==> src/rtl/pass_rom_controller_pkg.sv <==
`default_nettype none
// +------------------------------------------------------------------+
// | pass_rom_controller_pkg                                          |
// | Shared types and constants for the password ROM controller.      |
// | Rev 1.0                                                          |
// +------------------------------------------------------------------+
package pass_rom_controller_pkg;

  localparam int c_digits_default = 4;
  localparam int c_rom_depth      = 64;
  localparam int c_rom_addr_w     = 6;
  localparam int c_rom_data_w     = 8;
  localparam int c_idx_w          = 4;

  typedef enum logic [2:0] {
    ST_IDLE       = 3'd0,
    ST_FETCH      = 3'd1,
    ST_WAIT_KEY   = 3'd2,
    ST_WAIT_POUND = 3'd3,
    ST_GRANT      = 3'd4,
    ST_DENY       = 3'd5
  } state_t;

  // Stored password table. For user 2 every digit is C except the last one,
  // which keeps the table meaningful when DIGITS is not 4.
  function automatic logic [c_rom_data_w-1:0] rom_word(
    input logic [c_rom_addr_w-1:0] addr,
    input int                      digits
  );
    int         u;
    int         k;
    logic [3:0] d;
    u = int'(addr[5:3]);
    k = int'(addr[2:0]);
    d = 4'h0;
    if (k < digits) begin
      case (u)
        0:       d = 4'(k + 1);
        1:       d = 4'h0;
        2:       d = (k == digits - 1) ? 4'h1 : 4'hC;
        default: d = 4'(u);
      endcase
    end
    return {4'h0, d};
  endfunction

endpackage
`default_nettype wire

==> src/rtl/pass_rom_controller_rom_pass.sv <==
`default_nettype none
// +------------------------------------------------------------------+
// | rom_pass                                                         |
// | 64x8 synchronous password ROM, one-cycle read latency.           |
// | Rev 1.0                                                          |
// +------------------------------------------------------------------+
module rom_pass
  import pass_rom_controller_pkg::*;
#(
  parameter int DIGITS = c_digits_default
) (
  input  logic [c_rom_addr_w-1:0] address,
  input  logic                    clock,
  output logic [c_rom_data_w-1:0] q
);

  always_ff @(posedge clock) begin
    q <= rom_word(address, DIGITS);
  end

endmodule
`default_nettype wire

==> src/rtl/pass_rom_controller.sv <==
`default_nettype none
// +------------------------------------------------------------------+
// | pass_rom_controller                                              |
// | Keypad password checker reading per-user digits from a ROM.      |
// | Rev 1.0                                                          |
// +------------------------------------------------------------------+
module pass_rom_controller
  import pass_rom_controller_pkg::*;
#(
  parameter int DIGITS = c_digits_default
) (
  input  logic       clk,
  input  logic       rst,
  input  logic       pass_allow,
  input  logic [2:0] address_user,
  input  logic [3:0] pass_input,
  input  logic       pass_load,
  input  logic       pass_pound,
  output logic [5:0] address_pass,
  output logic [7:0] q_pwd,
  output logic       allow,
  output logic       flag,
  output logic       wrong_pwd
);

  localparam logic [c_idx_w-1:0] c_digits = c_idx_w'(DIGITS);

  state_t             r_state;
  state_t             w_state_nxt;
  logic [2:0]         r_user;
  logic [2:0]         w_user_nxt;
  logic [c_idx_w-1:0] r_idx;
  logic [c_idx_w-1:0] w_idx_nxt;
  logic [c_idx_w-1:0] w_idx_inc;
  logic               r_err;
  logic               w_err_nxt;
  logic               r_allow;
  logic               w_allow_nxt;
  logic               r_wrong;
  logic               w_wrong_nxt;
  logic               r_flag;
  logic               w_flag_nxt;
  logic               r_load_q;
  logic               r_pound_q;
  logic               w_load_rise;
  logic               w_pound_fall;
  logic               w_grant;

  assign w_load_rise  = pass_load & ~r_load_q;
  assign w_pound_fall = ~pass_pound & r_pound_q;
  assign w_idx_inc    = r_idx + 1'b1;
  assign w_grant      = (r_idx == c_digits) && !r_err;

  assign address_pass = {r_user, r_idx[2:0]};
  assign allow        = r_allow;
  assign wrong_pwd    = r_wrong;
  assign flag         = r_flag;

  rom_pass #(
    .DIGITS(DIGITS)
  ) u_rom (
    .address(address_pass),
    .clock  (clk),
    .q      (q_pwd)
  );

  always_ff @(posedge clk or negedge rst) begin
    if (!rst) begin
      r_state   <= ST_IDLE;
      r_user    <= 3'd0;
      r_idx     <= '0;
      r_err     <= 1'b0;
      r_allow   <= 1'b0;
      r_wrong   <= 1'b0;
      r_flag    <= 1'b0;
      r_load_q  <= 1'b0;
      r_pound_q <= 1'b1;
    end else begin
      r_state   <= w_state_nxt;
      r_user    <= w_user_nxt;
      r_idx     <= w_idx_nxt;
      r_err     <= w_err_nxt;
      r_allow   <= w_allow_nxt;
      r_wrong   <= w_wrong_nxt;
      r_flag    <= w_flag_nxt;
      r_load_q  <= pass_load;
      r_pound_q <= pass_pound;
    end
  end

  // Load has priority over pound in both key-entry states.
  always_comb begin
    w_state_nxt = r_state;
    w_user_nxt  = r_user;
    w_idx_nxt   = r_idx;
    w_err_nxt   = r_err;
    w_allow_nxt = r_allow;
    w_wrong_nxt = r_wrong;
    w_flag_nxt  = 1'b0;

    if (!pass_allow) begin
      w_state_nxt = ST_IDLE;
      w_idx_nxt   = '0;
      w_err_nxt   = 1'b0;
      w_allow_nxt = 1'b0;
      w_wrong_nxt = 1'b0;
    end else begin
      case (r_state)
        ST_IDLE: begin
          w_idx_nxt   = '0;
          w_err_nxt   = 1'b0;
          w_user_nxt  = address_user;
          w_state_nxt = ST_FETCH;
        end
        ST_FETCH: begin
          w_state_nxt = ST_WAIT_KEY;
        end
        ST_WAIT_KEY: begin
          if (w_load_rise) begin
            if (pass_input != q_pwd[3:0]) begin
              w_err_nxt = 1'b1;
            end
            w_idx_nxt   = w_idx_inc;
            w_state_nxt = (w_idx_inc == c_digits) ? ST_WAIT_POUND : ST_FETCH;
          end else if (w_pound_fall) begin
            w_flag_nxt = 1'b1;
            if (w_grant) begin
              w_state_nxt = ST_GRANT;
              w_allow_nxt = 1'b1;
            end else begin
              w_state_nxt = ST_DENY;
              w_wrong_nxt = 1'b1;
            end
          end
        end
        ST_WAIT_POUND: begin
          if (w_load_rise) begin
            w_err_nxt = 1'b1;
          end else if (w_pound_fall) begin
            w_flag_nxt = 1'b1;
            if (w_grant) begin
              w_state_nxt = ST_GRANT;
              w_allow_nxt = 1'b1;
            end else begin
              w_state_nxt = ST_DENY;
              w_wrong_nxt = 1'b1;
            end
          end
        end
        ST_GRANT, ST_DENY: begin
          w_state_nxt = r_state;
        end
        default: begin
          w_state_nxt = ST_IDLE;
        end
      endcase
    end
  end

endmodule
`default_nettype wire

==> config.mk <==
export PLATFORM = sky130hd
export DESIGN_NAME = pass_rom_controller
export DESIGN_NICKNAME = d
export VERILOG_FILES = /design/src/rtl/pass_rom_controller_pkg.sv /design/src/rtl/pass_rom_controller_rom_pass.sv /design/src/rtl/pass_rom_controller.sv
export SDC_FILE = /design/constraint.sdc
export NUM_CORES = 1
export LEC_CHECK = 0
export BUFFER_PORTS_ARGS = -buffer_cell sky130_fd_sc_hd__buf_2
export CAP_MARGIN = 0
export CORE_UTILIZATION = 45
export DETAILED_ROUTE_END_ITERATION = 12
export PLACE_DENSITY_LB_ADDON = 0.12
export SYNTH_ARGS = -nofsm -noshare
export SYNTH_HDL_FRONTEND = slang
export SYNTH_SLANG_ARGS = --single-unit
==> constraint.sdc <==
create_clock -name clk -period 1.5 [get_ports clk]
set_input_delay 0.075 -clock clk [delete_from_list [all_inputs] [get_ports clk]]
set_output_delay 0.075 -clock clk [all_outputs]
set_load 0.01 [all_outputs]
==> impl_metrics.py <==
metrics = {
    "run_status": {
        "outcome": "finished, final reports clean",
    },
    "sta": {
        "holdWs_ns": 0.0505,
        "fmax_ghz": 0.682,
        "setup_viol": 0,
        "finalCriticalPeriod_ns": 1.47,
        "rsz0062_at_grt": "no",
        "finalHoldViolations": 0,
        "drv_slew": 0,
        "final.setup_skew_ns": 0.0162,
        "period_share_pct": 97.8,
    },
    "routing": {
        "drtPass1Iterations": 4,
        "vias_per_cell": 5.14,
        "wirelength_um": 2170,
        "wire_per_inst_um": 13.4,
        "vias": 832,
        "detail_route.drc_violations": 0,
        "antenna_left": 0,
        "first_iter_violations": 32,
    },
    "floorplanning": {
        "rows": 16,
        "start_util_pct": 50.1,
        "die_area_sq_um": 2490,
        "fp.dieW_um": 49.9,
        "io_pins": 29,
        "fp.coreArea_sq_um": 2060,
        "die_y_um": 49.9,
    },
    "synth": {
        "synth_seq_area_share_pct": 46.7,
        "syn_area_per_cell_sq_um": 10.5,
        "netlist_area_sq_um": 1030,
        "synthCells": 98,
        "synthDistinctLibCells": 37,
        "yosys_register_bits": 20,
        "ys.warnings.count": 0,
    },
    "cells_and_area": {
        "multi_input_comb_area_sq_um": 537,
        "area_growth_pct": 32.5,
        "nFillCells": 162,
        "drive_above_1_share_pct": 43.0,
        "nets": 151,
        "register_area_sq_um": 482,
        "antenna_cells": 0,
    },
    "job": {
        "drv_cap": 0,
    },
    "clock_tree": {
        "clkTransAtPathRegs_ns": 0.13,
        "cts-root-buf": "clkbuf_4",
        "cts_buffers": 3,
        "cts_max_level": 1,
        "clk_latency_ns": 0.31,
        "cts_tree": "yes",
        "numClockSinks": 20,
        "clockBufferDepth": 2,
    },
    "power": {
        "intPower_mw": 1.06,
        "comb_power_share_pct": 22.8,
        "p_leak_nw": 0.626,
        "switching_share_pct": 28.8,
        "p_per_area_nw_per_um2": 1090,
        "switching_power_mw": 0.431,
        "clock_power_share_pct": 29.9,
        "total_power_mw": 1.49,
        "power_frac_seq_pct": 47.3,
        "peakVddDrop_mv": 0.787,
    },
    "setup_path": {
        "cp_num_buf_inv": 2,
        "path_class": "register to register",
        "startpoint_type": "register",
        "crit_fanout": 3,
        "crit_path_end_kind": "register",
        "cpPeakStageDelay_ns": 0.45,
        "cp.required_ns": 1.76,
        "crit_slowest_cell": "or4b_4",
        "crit_arrival_ns": 1.73,
        "crit_chain": "buf_6 > inv_1 > ha_4 > or4b_4 > a21oi_2",
        "path_delay_family": "simple AND/OR/NAND/NOR gates",
    },
    "global_route": {
        "grt_max_degree": 17,
        "grt.total_usage_pct": 19.5,
        "grt_pass1_wl_um": 3500,
        "first_global_vias": 766,
        "antenna_found_initial": 0,
        "grt_overflow": 0,
    },
    "placement": {
        "dpl.hpwl_um": 1430,
        "gp_congestion": 0.737,
        "numPortBuffers": 24,
    },
    "min_path": {
        "min_path_type": "primary input to register",
    },
}
final cells by class:
class / count / share of cell area [%]
Clock inverter: 1 / 2.20
Inverter: 3 / 0.823
Timing Repair Buffer: 39 / 18.4
Clock buffer: 3 / 1.65
Sequential cell: 20 / 35.2
Multi-Input combinational cell: 69 / 39.2
Tap cell: 27 / 2.47
repair_timing:
| item | in CTS | in global routing |
|---|---|---|
| gates resized for setup | 2 | 10 |
| pin swaps | 0 | 3 |
| endpoints found under the hold margin | 21 | 0 |
| setup endpoints to repair | 2 | 5 |
| hold buffers | 6 | 0 |
| buffers inserted | 2 | 1 |
logic make-up after synthesis:
| kind of cell | count (synthesis) | share of synthesized area, % |
|---|---|---|
| multiplexers | 5 | 5.33 |
| AO/OA/AOI/OAI | 18 | 11.5 |
| flip-flops | 20 | 46.7 |
| other | 1 | 0.363 |
| buffers and inverters | 12 | 7.64 |
| adder cells (fa/ha/maj) | 3 | 3.64 |
| AND/OR/NAND/NOR | 33 | 19.8 |
| XOR/XNOR | 6 | 5.09 |
routing by layer:
metal,vias to the layer above,wire length [um],track usage (%)
met1,396,981,24.9
met4,0,21,10.0
met3,2,102,4.63
met5,-,0,0
met2,27,1060,30.4
li1,407,-,-
stage by stage:
step	setup TNS (ns)	worst slack (ns)	area, sq um	instances	utilization, %
6_report	0	0.0336	1370	162	66.3
5_1_grt	0	0.00112	1370	162	66.3
4_1_cts	0	0.0192	1310	161	63.5
3_5_place_dp	-0.0193	-0.0193	1170	149	57.0
3_3_place_gp	0	0.00439	1170	149	57.0
2_1_floorplan	0	0.0147	1040	101	-
flip-flops by register name, indices dropped and copies added (netlist names), 3 cells and up:
name     flops
r_idx        4
u_rom.q      4
r_state      3
r_user       3
cell usage in the layout, fill, tap and decap left out, drive strengths merged, types with 5 or more instances in the layout:
cell	n
dfrtp	15
a21oi	5
nor2	5
nor3	5
buf	33
dlygate4sd3	6
nand2b	5
xor2	5
power groups by stage:
stage	combinational, mW	clock, mW	sequential, mW
after floorplan	0.171	0	0.733
after global placement	0.308	0	0.711
after detailed placement	0.313	0	0.715
after CTS	0.333	0.460	0.705
after global routing	0.380	0.487	0.725
final	0.340	0.447	0.707
tightest hold or removal path: cells and delay by family:
family | cells | cell delay (ns)
and+or+nand+nor | 1 | 0.07
AOI/OAI and AO/OA | 1 | 0.04
buffers and inverters | 1 | 0.16
cell usage after synthesis (all sizes together):
| cell | n | area [sq um] |
|---|---|---|
| nor4 | 1 | 6.26 |
| o21ai | 4 | 20.0 |
| o21a | 2 | 15.0 |
| or2 | 2 | 12.5 |
| ha | 3 | 37.5 |
| xor2 | 5 | 43.8 |
| dfxtp | 4 | 80.1 |
| xnor2 | 1 | 8.76 |
| or4b | 1 | 10.0 |
| nand2 | 3 | 11.3 |
| a22o | 1 | 10.0 |
| conb | 1 | 3.75 |
| nand3 | 4 | 20.0 |
| nand2b | 5 | 46.3 |
| mux2 | 4 | 45.0 |
| dfstp | 1 | 26.3 |
| a21boi | 1 | 7.51 |
| o22ai | 1 | 6.26 |
| nor2 | 5 | 18.8 |
| or3 | 1 | 6.26 |
| dfrtp | 15 | 375 |
| nor3 | 5 | 30.0 |
| clkbuf | 1 | 3.75 |
| nor3b | 1 | 7.51 |
| mux2i | 1 | 10.0 |
| o31a | 1 | 8.76 |
| a21oi | 5 | 25.0 |
| and2 | 1 | 8.76 |
| nor2b | 3 | 18.8 |
| o2bb2ai | 2 | 17.5 |
| or4 | 1 | 7.51 |
| inv | 3 | 11.3 |
| o221ai | 1 | 8.76 |
| buf | 8 | 63.8 |
worst paths after layout:
check	end	startpoint	cells after the start	slack (ns)
setup / recovery	u_rom.q[1]	r_idx[1]	5	0.03
hold reg to reg	wrong_pwd	wrong_pwd	2	0.52
min in group asynchronous	flag	rst	2	0.18
hold / removal	r_state[0]	pass_allow	3	0.05
max in group asynchronous	r_pound_q	rst	2	1.01
setup reg to reg	u_rom.q[1]	r_idx[1]	5	0.03
No activity file was read; power rests on OpenSTA's default activity.
